`config.mk`:
```
export PLATFORM = sky130hd
export DESIGN_NAME = reg_fifo
export DESIGN_NICKNAME = d
export VERILOG_FILES = /design/src/rtl/reg_fifo.sv
export SDC_FILE = /design/constraint.sdc
export NUM_CORES = 1
export LEC_CHECK = 0
export BUFFER_PORTS_ARGS = -buffer_cell sky130_fd_sc_hd__buf_2
export CAP_MARGIN = 10
export CORE_UTILIZATION = 55
export DETAILED_ROUTE_END_ITERATION = 8
export PLACE_DENSITY = 0.77
export SYNTH_ARGS = -nofsm -noshare
export SYNTH_HDL_FRONTEND = slang
export SYNTH_SLANG_ARGS = --single-unit
```
`constraint.sdc`:
```
create_clock -name clk -period 9.8 [get_ports clk]
set_input_delay 1.96 -clock clk [delete_from_list [all_inputs] [get_ports clk]]
set_output_delay 1.96 -clock clk [all_outputs]
set_load 0.05 [all_outputs]
```
`src/rtl/reg_fifo.sv`:
```
// reg_fifo: synchronous show-ahead FIFO on a register-file array.
// Buffers D_BIT-wide words between the UART datapath and the host side.
// Ports:
//   clk, rst (async, active-high), clr (sync flush, also clears ovf/udf)
//   wr/w_data  push request and data
//   rd         pop request; r_data always shows the head word (0 when empty)
//   empty/full/almost_empty/almost_full  flags decoded from count
//   count      occupancy 0..2**W
//   ovf/udf    sticky overflow/underflow flags
module reg_fifo #(
  parameter int unsigned D_BIT  = 8,
  parameter int unsigned W      = 4,
  parameter int unsigned AF_LVL = 2**W - 2,
  parameter int unsigned AE_LVL = 2
) (
  input  logic             clk,
  input  logic             rst,
  input  logic             clr,
  input  logic             wr,
  input  logic [D_BIT-1:0] w_data,
  input  logic             rd,
  output logic [D_BIT-1:0] r_data,
  output logic             empty,
  output logic             full,
  output logic             almost_empty,
  output logic             almost_full,
  output logic [W:0]       count,
  output logic             ovf,
  output logic             udf
);

  localparam int unsigned DEPTH   = 2**W;
  localparam logic [W:0]  DEPTH_C = (W+1)'(DEPTH);
  localparam logic [W:0]  AF_C    = (W+1)'(AF_LVL);
  localparam logic [W:0]  AE_C    = (W+1)'(AE_LVL);

  logic [D_BIT-1:0] mem_q [DEPTH];
  logic [W-1:0]     w_ptr_q, w_ptr_d;
  logic [W-1:0]     r_ptr_q, r_ptr_d;
  logic [W:0]       count_q, count_d;
  logic             ovf_q, ovf_d;
  logic             udf_q, udf_d;
  logic             do_wr, do_rd;

  // Flags decode straight from the occupancy register
  assign empty        = (count_q == '0);
  assign full         = (count_q == DEPTH_C);
  assign almost_empty = (count_q <= AE_C);
  assign almost_full  = (count_q >= AF_C);
  assign count        = count_q;
  assign ovf          = ovf_q;
  assign udf          = udf_q;

  // Show-ahead head word, forced to zero when nothing is stored
  always_comb begin
    r_data = '0;
    if (!empty) r_data = mem_q[r_ptr_q];
  end

  // Next-state: clr dominates; a write while full is accepted only alongside a pop
  always_comb begin
    w_ptr_d = w_ptr_q;
    r_ptr_d = r_ptr_q;
    count_d = count_q;
    ovf_d   = ovf_q;
    udf_d   = udf_q;
    do_wr   = 1'b0;
    do_rd   = 1'b0;
    if (clr) begin
      w_ptr_d = '0;
      r_ptr_d = '0;
      count_d = '0;
      ovf_d   = 1'b0;
      udf_d   = 1'b0;
    end else begin
      do_wr = wr && (!full || rd);
      do_rd = rd && !empty;
      if (do_wr) w_ptr_d = w_ptr_q + W'(1);
      if (do_rd) r_ptr_d = r_ptr_q + W'(1);
      case ({do_wr, do_rd})
        2'b10:   count_d = count_q + (W+1)'(1);
        2'b01:   count_d = count_q - (W+1)'(1);
        default: count_d = count_q;
      endcase
      if (wr && full && !rd) ovf_d = 1'b1;
      if (rd && empty)       udf_d = 1'b1;
    end
  end

  // Control state
  always_ff @(posedge clk or posedge rst) begin
    if (rst) begin
      w_ptr_q <= '0;
      r_ptr_q <= '0;
      count_q <= '0;
      ovf_q   <= 1'b0;
      udf_q   <= 1'b0;
    end else begin
      w_ptr_q <= w_ptr_d;
      r_ptr_q <= r_ptr_d;
      count_q <= count_d;
      ovf_q   <= ovf_d;
      udf_q   <= udf_d;
    end
  end

  // Storage array; flush leaves contents in place, reset zeroes them
  always_ff @(posedge clk or posedge rst) begin
    if (rst) begin
      for (int i = 0; i < DEPTH; i++) mem_q[i] <= '0;
    end else if (do_wr) begin
      mem_q[w_ptr_q] <= w_data;
    end
  end

endmodule

```
; After elaboration in Yosys (flattened, before gate mapping)
; Index checks and enable logic that the tools add are counted.
[word_totals]
out_inout_bits = 19
in_bits = 13
wordCells = 69
regBits = 143
[op_classes]
addsub = 4
order_cmp = 5
n_bitwise = 2
n_mux = 18
reduce_logical = 16
eq_ne = 3
[ops]
columns = operator, count
row1 = 128-bit bitwise mux, 1
row2 = 8-bit binary-select mux with 4-bit select, 1
row3 = 8-bit demux with 4-bit select, 1
row4 = 8-bit 2-to-1 mux, 4
row5 = 4-bit 2-to-1 mux, 4
row6 = "5-bit greater-or-equal comparator, second input constant", 2
row7 = 4-bit NOT with 5-bit output, 2
row8 = 5-bit case mux with 2 select lines, 1
row9 = "4-bit by 1-bit adder with 4-bit output, second input constant", 2
row10 = 2-bit nonzero test, 4
row11 = 1-bit logical AND, 6
row12 = "5-bit by 1-bit adder with 5-bit output, second input constant", 1
row13 = "5-bit equality test, second input constant", 1
row14 = "5-bit by 4-bit greater-or-equal comparator with 1-bit output, second input constant", 1
row15 = "5-bit by 2-bit less-or-equal comparator with 1-bit output, second input constant", 1
row16 = 5-bit zero test, 1
row17 = "5-bit by 1-bit less-than comparator with 1-bit output, second input constant", 1
row18 = 1-bit 2-to-1 mux, 5
row19 = 5-bit 2-to-1 mux, 1
row20 = "5-bit by 1-bit subtractor with 5-bit output, second input constant", 1
row21 = 1-bit zero test, 3
row22 = 3-bit nonzero test, 1
row23 = "2-bit by 1-bit equality test with 1-bit output, second input constant", 1
row24 = "2-bit equality test, second input constant", 1
row25 = 1-bit logical OR, 1

; Longest topological paths before layout
[depth]
ltp_word = 7
depth_mapped = 11

; Least setup slack after synthesis
; OpenSTA, ideal clock, no wires.
[synth_timing]
kind = register to output
from = register count_q[1], in the netlist count[1]
to = output port almost_empty
required_ns = 7.840
n_path_buf = 1
arrival_time_ns = 3.309
setup_slack_ns = 4.531
stages_incl_launch_ff = 3
path_cell_list = dfrtp_1 > buf_2 > a2111oi_0
[synth_via]
elab_chain_cells = 1
[synth_rtl]
columns = element, line
row1 = "start, declared", 40  ; logic [W:0] count_q, count_d;
row2 = "start signal, assigned", 101  ; count_q <= count_d;
row3 = 5-bit by 2-bit less-or-equal comparator with 1-bit output, 48  ; assign almost_empty = (count_q <= AE_C);
row4 = "end, declared", 25  ; output logic almost_empty,
; Every way passes these cells.

; Final worst setup path
[layout_timing]
from = register count_q[1], in the netlist count[1]
to = output port r_data[3]
[layout_via]
elab_chain_cells = 2
[layout_rtl]
columns = element, line
row1 = 5-bit zero test, 46  ; assign empty = (count_q == '0);
row2 = 8-bit 2-to-1 mux, 57  ; if (!empty) r_data = mem_q[r_ptr_q];
row3 = "end, declared", 22  ; output logic [D_BIT-1:0] r_data,
; Every way passes these cells.

==> qor_table.md <==
| Stage | Result | This run |
| --- | --- | --- |
| logic synthesis | Top cells by count, synth | dfrtp_1 (143), mux2_2 (123), mux4_2 (40) |
| power | Clock group share of total power | 0.307 |
| critical path | CP startpoint kind | flip-flop |
| placed design | Cells after DPL | 639 |
| sta | Rel. slew slack | 0.188 |
| hold path | Worst hold path type | flip-flop to flip-flop |
| run | Maximum Capacitance Violations | 0 |
| grt | First-pass GRT wire length | 23.6 mm |
| sta | Setup skew after layout | 0.00655 ns |
| critical path | Reg-to-reg critical path startpoint | count[1] |
| sta | Final number of max-transition violations | 0 |
| finish | Post-Layout Cell Count | 670 |
| logic synthesis | Post-Synthesis Net Count | 484 |
| placed design | GPL Wtd Cong | 0.853 |
| grt | Pin count of the biggest net entering global routing | 80 |
| clock network | Count of cells resized by post-cts repair | 0 |
| sta | Clock period minus worst slack | 5.17 ns |
| power | Standby leakage power | 3.65 nW |
| clock network | Depth of the CTS H-tree | 4 |
| grt | Remaining global-route overflow | 0 |
| logic synthesis | Most frequent cell after synthesis | dfrtp_1 |
| critical path | Critical path endpoint category | output port |
| clock network | # hold bufs at CTS | 0 |
| logic synthesis | Number of enable flip-flop cells after synthesis | 0 |
| logic synthesis | Sequential area share after synthesis | 0.521 |
| logic synthesis | Area share of the leading cell type in the synthesized netlist | 0.521 |
| logic synthesis | Simple-Gate Fraction of Synth Area | 0.0608 |
| logic synthesis | Yosys top cell by area | dfrtp_1 |
| routing | Final routed wirelength across all metal layers | 14.7 mm |
| logic synthesis | Cell area after synthesis | 6870 µm² |
| routing | Met3 WL post-DR | 838 µm |
| power | PwrDens | 249 nW/µm² |
| power | Gate power share | 0.316 |
| logic synthesis | Most area-consuming cells after synthesis | dfrtp_1 (52%), mux2_2 (20%), mux4_2 (13%) |
| logic synthesis | Post-synthesis cell type count | 45 |
| critical path | Launch point of the critical path | count[1] |
| clock network | Clock-pin transition on the worst setup and hold timing paths | 0.06 ns |
| die | Horizontal die dimension | 114 µm |
| routing | Detailed Routing Iterations Pass 1 | 5 |
| routing | Routed length on met1 | 6.19 mm |
| clock network | Clock buffer count from CTS | 17 |
| die | Std cell rows | 40 |
| routing | Number of nets with antenna violations after detailed routing | 0 |
| clock network | Clock sink total | 143 |
| sta | Total negative slack | 0 ns |
| grt | Number of antenna violations at the first check in global routing | 1 |
| critical path | Critical path required time | 7.84 ns |
| sta | Actual slew at the worst max-slew pin | 1.21 ns |
| logic synthesis | Dominant combinational cell family by area after synthesis | multiplexers |
| critical path | Internal reg-to-reg setup slack | 6.76 ns |
| critical path | CP max FO | 12 |
| power | Internal power of the cells | 1.25 mW |
| die | Die extent in y | 114 µm |
| logic synthesis | Number of instances in the synthesized netlist | 464 |
| clock network | Maximum buffer depth of the clock tree | 2 |
| clock network | Clock tree from TritonCTS | done |
| placed design | Detailed placer's ending HPWL | 8.84 mm |
| die | Starting density of the core | 0.567 |
| logic synthesis | Most used flip-flop cell after synthesis | dfrtp_1 |
| power | Switching part of the total power | 0.351 |
| power | Part of the total power dissipated in sequential elements | 0.378 |
| power | Maximum VDD drop | 0.230 mV |
| routing | Iter 0 DRT Violations | 482 |
| sta | Final period utilization | 0.527 |
| die | IO Pins | 32 |
| logic synthesis | Mean area per synthesized cell | 14.8 µm² |
| finish | Fin nets | 510 |
| clock network | Post-CTS Setup Inserts | 0 |
| finish | Area growth syn-to-layout | 12.1% |
| finish | Layout cells sized above 1 | 0.489 |
| routing | Wire per inst | 22.0 µm |
| die | Core area | 12,100 µm² |
| logic synthesis | Synth warnings | 0 |
| routing | Remaining design rule violation count | 0 |
| logic synthesis | Count of state elements after synthesis | 143 |
| routing | Routed vias/inst | 6.11 |
| die | Die ar. | 12,900 µm² |
| logic synthesis | Post-synthesis share of cell area spent on xor and xnor gates | 0.0102 |
| sta | Hold violation total from the final report | 0 |
| finish | Final cell utilization of the core | 0.636 |
| finish | Fillcell total | 903 |
| logic synthesis | Mux share of post-synthesis cell area | 0.344 |
| grt | GRT Resource Usage Total | 0.255 |
| logic synthesis | Share of synthesized registers carrying an async set or reset | 1.00 |
| sta | # setup viols final | 0 |
| grt | Via count of the first global-routing pass | 4,228 |
| sta | Unrepaired setup endpoints after global routing | no |
| placed design | Number of buffers inserted by port buffering | 31 |
| routing | Vias | 4,095 |
| critical path | Kind of critical path | flip-flop to output port |
| outcome | Result of the run | finished clean |
| hold path | Hold Path Origin | mem_q[78] |
| power | Total chip power | 1.92 mW |
| sta | F_max | 0.193 GHz |
| routing | Top routing layer in use | met4 |
| logic synthesis | Post-synthesis share of cell area spent on full adders, half adders and majority gates | 0.0127 |
| logic synthesis | Share of the synthesized area in compound gates (AO/OA/AOI/OAI) | 0.0300 |
| power | Net switching power | 675 µW |
| critical path | Arrival time reported for the critical path endpoint | 3.21 ns |
| routing | Met2 Wirelength | 7.48 mm |
| clock network | Root Buffer Master | clkbuf_16 |
| clock network | Later-pin clock latency in the skew report | 0.43 ns |
cell usage in the layout, fill, tap and decap left out, types with 2 or more instances in the layout:
cell | netlist | layout
o21ai_0 | 4 | 4
a21oi_1 | 9 | 9
buf_4 | 1 | 4
mux4_2 | 40 | 40
or3_1 | 2 | 2
a2111oi_0 | 2 | 2
clkbuf_16 | 0 | 17
nor3_2 | 2 | 2
clkbuf_8 | 0 | 6
mux2_2 | 123 | 123
clkinvlp_4 | 0 | 2
nand2_4 | 3 | 3
inv_1 | 9 | 8
nand2b_1 | 3 | 3
buf_2 | 5 | 31
nor2b_1 | 9 | 9
clkbuf_1 | 19 | 2
ha_1 | 7 | 7
nor2_1 | 19 | 19
nand2_1 | 9 | 9
clkinv_2 | 0 | 3
nand3_1 | 11 | 11
mux2_1 | 5 | 5
nand2_2 | 6 | 6
xnor2_1 | 5 | 5
mux2i_1 | 2 | 2
dfrtp_1 | 143 | 142
xor2_1 | 3 | 3
critical path, stage by stage, from the launching register on:
cell,delay (ns)
dfrtp_1,0.52
or4_1,0.79
nor2_1,1.00
nor2b_1,0.19
buf_2,0.28
layout make-up:
class	count	area [µm²]	area share
multi-input combinational	284	3140	0.408
clock buffer	25	515	0.0669
antenna	1	2.50	0.000325
timing repair buffer	35	185	0.0240
sequential	143	3580	0.465
inverter	9	38.8	0.00503
tap	168	210	0.0273
clock inverter	5	30.0	0.00390
registers in the layout (all words and copies together), names as in the netlist:
name and flops:
udf 1, mem_q 128, ovf 1, count 5
r_ptr_q 4, w_ptr_q 4
power by group through the flow:
| stage | Sequential, mW | Clock (mW) | Combinational (mW) |
|---|---|---|---|
| 2_1_floorplan | 0.732 | 0 | 0.478 |
| 3_3_place_gp | 0.730 | 0 | 0.593 |
| 3_5_place_dp | 0.735 | 0 | 0.603 |
| 4_1_cts | 0.726 | 0.600 | 0.609 |
| 5_1_grt | 0.738 | 0.622 | 0.644 |
| 6_report | 0.726 | 0.590 | 0.607 |
kinds of logic after synthesis:
family | after synthesis
buffers and inverters | 37
AO/OA/AOI/OAI | 27
multiplexers | 170
flip-flops | 143
AND/OR/NAND/NOR | 72
adder cells (fa/ha/maj) | 7
XOR/XNOR | 8
stage by stage:
stage	hold slack [ns]	setup slack, ns	area (µm²)
finish	0.487	4.63	7710
global route	0.514	4.60	7710
CTS	0.494	4.72	7700
detailed placement	0.481	5.20	7160
global placement	0.471	5.21	7160
floorplan	0.459	4.00	6870
worst paths after layout:
check,end,depth (start not counted)
max,r_data[3],4
min,mem_q[78],1
max reg2reg,count[4],9
min reg2reg,mem_q[78],1
max in group asynchronous,r_ptr_q[0],3
min in group asynchronous,mem_q[19],2
routing by layer:
layer  GRT usage  vias to the layer above
met5           0                        -
met3      0.0569                       19
met4       0.105                        0
met2       0.404                      133
li1            -                     1789
met1       0.347                     2154
Power figures use the tool's default switching activity.
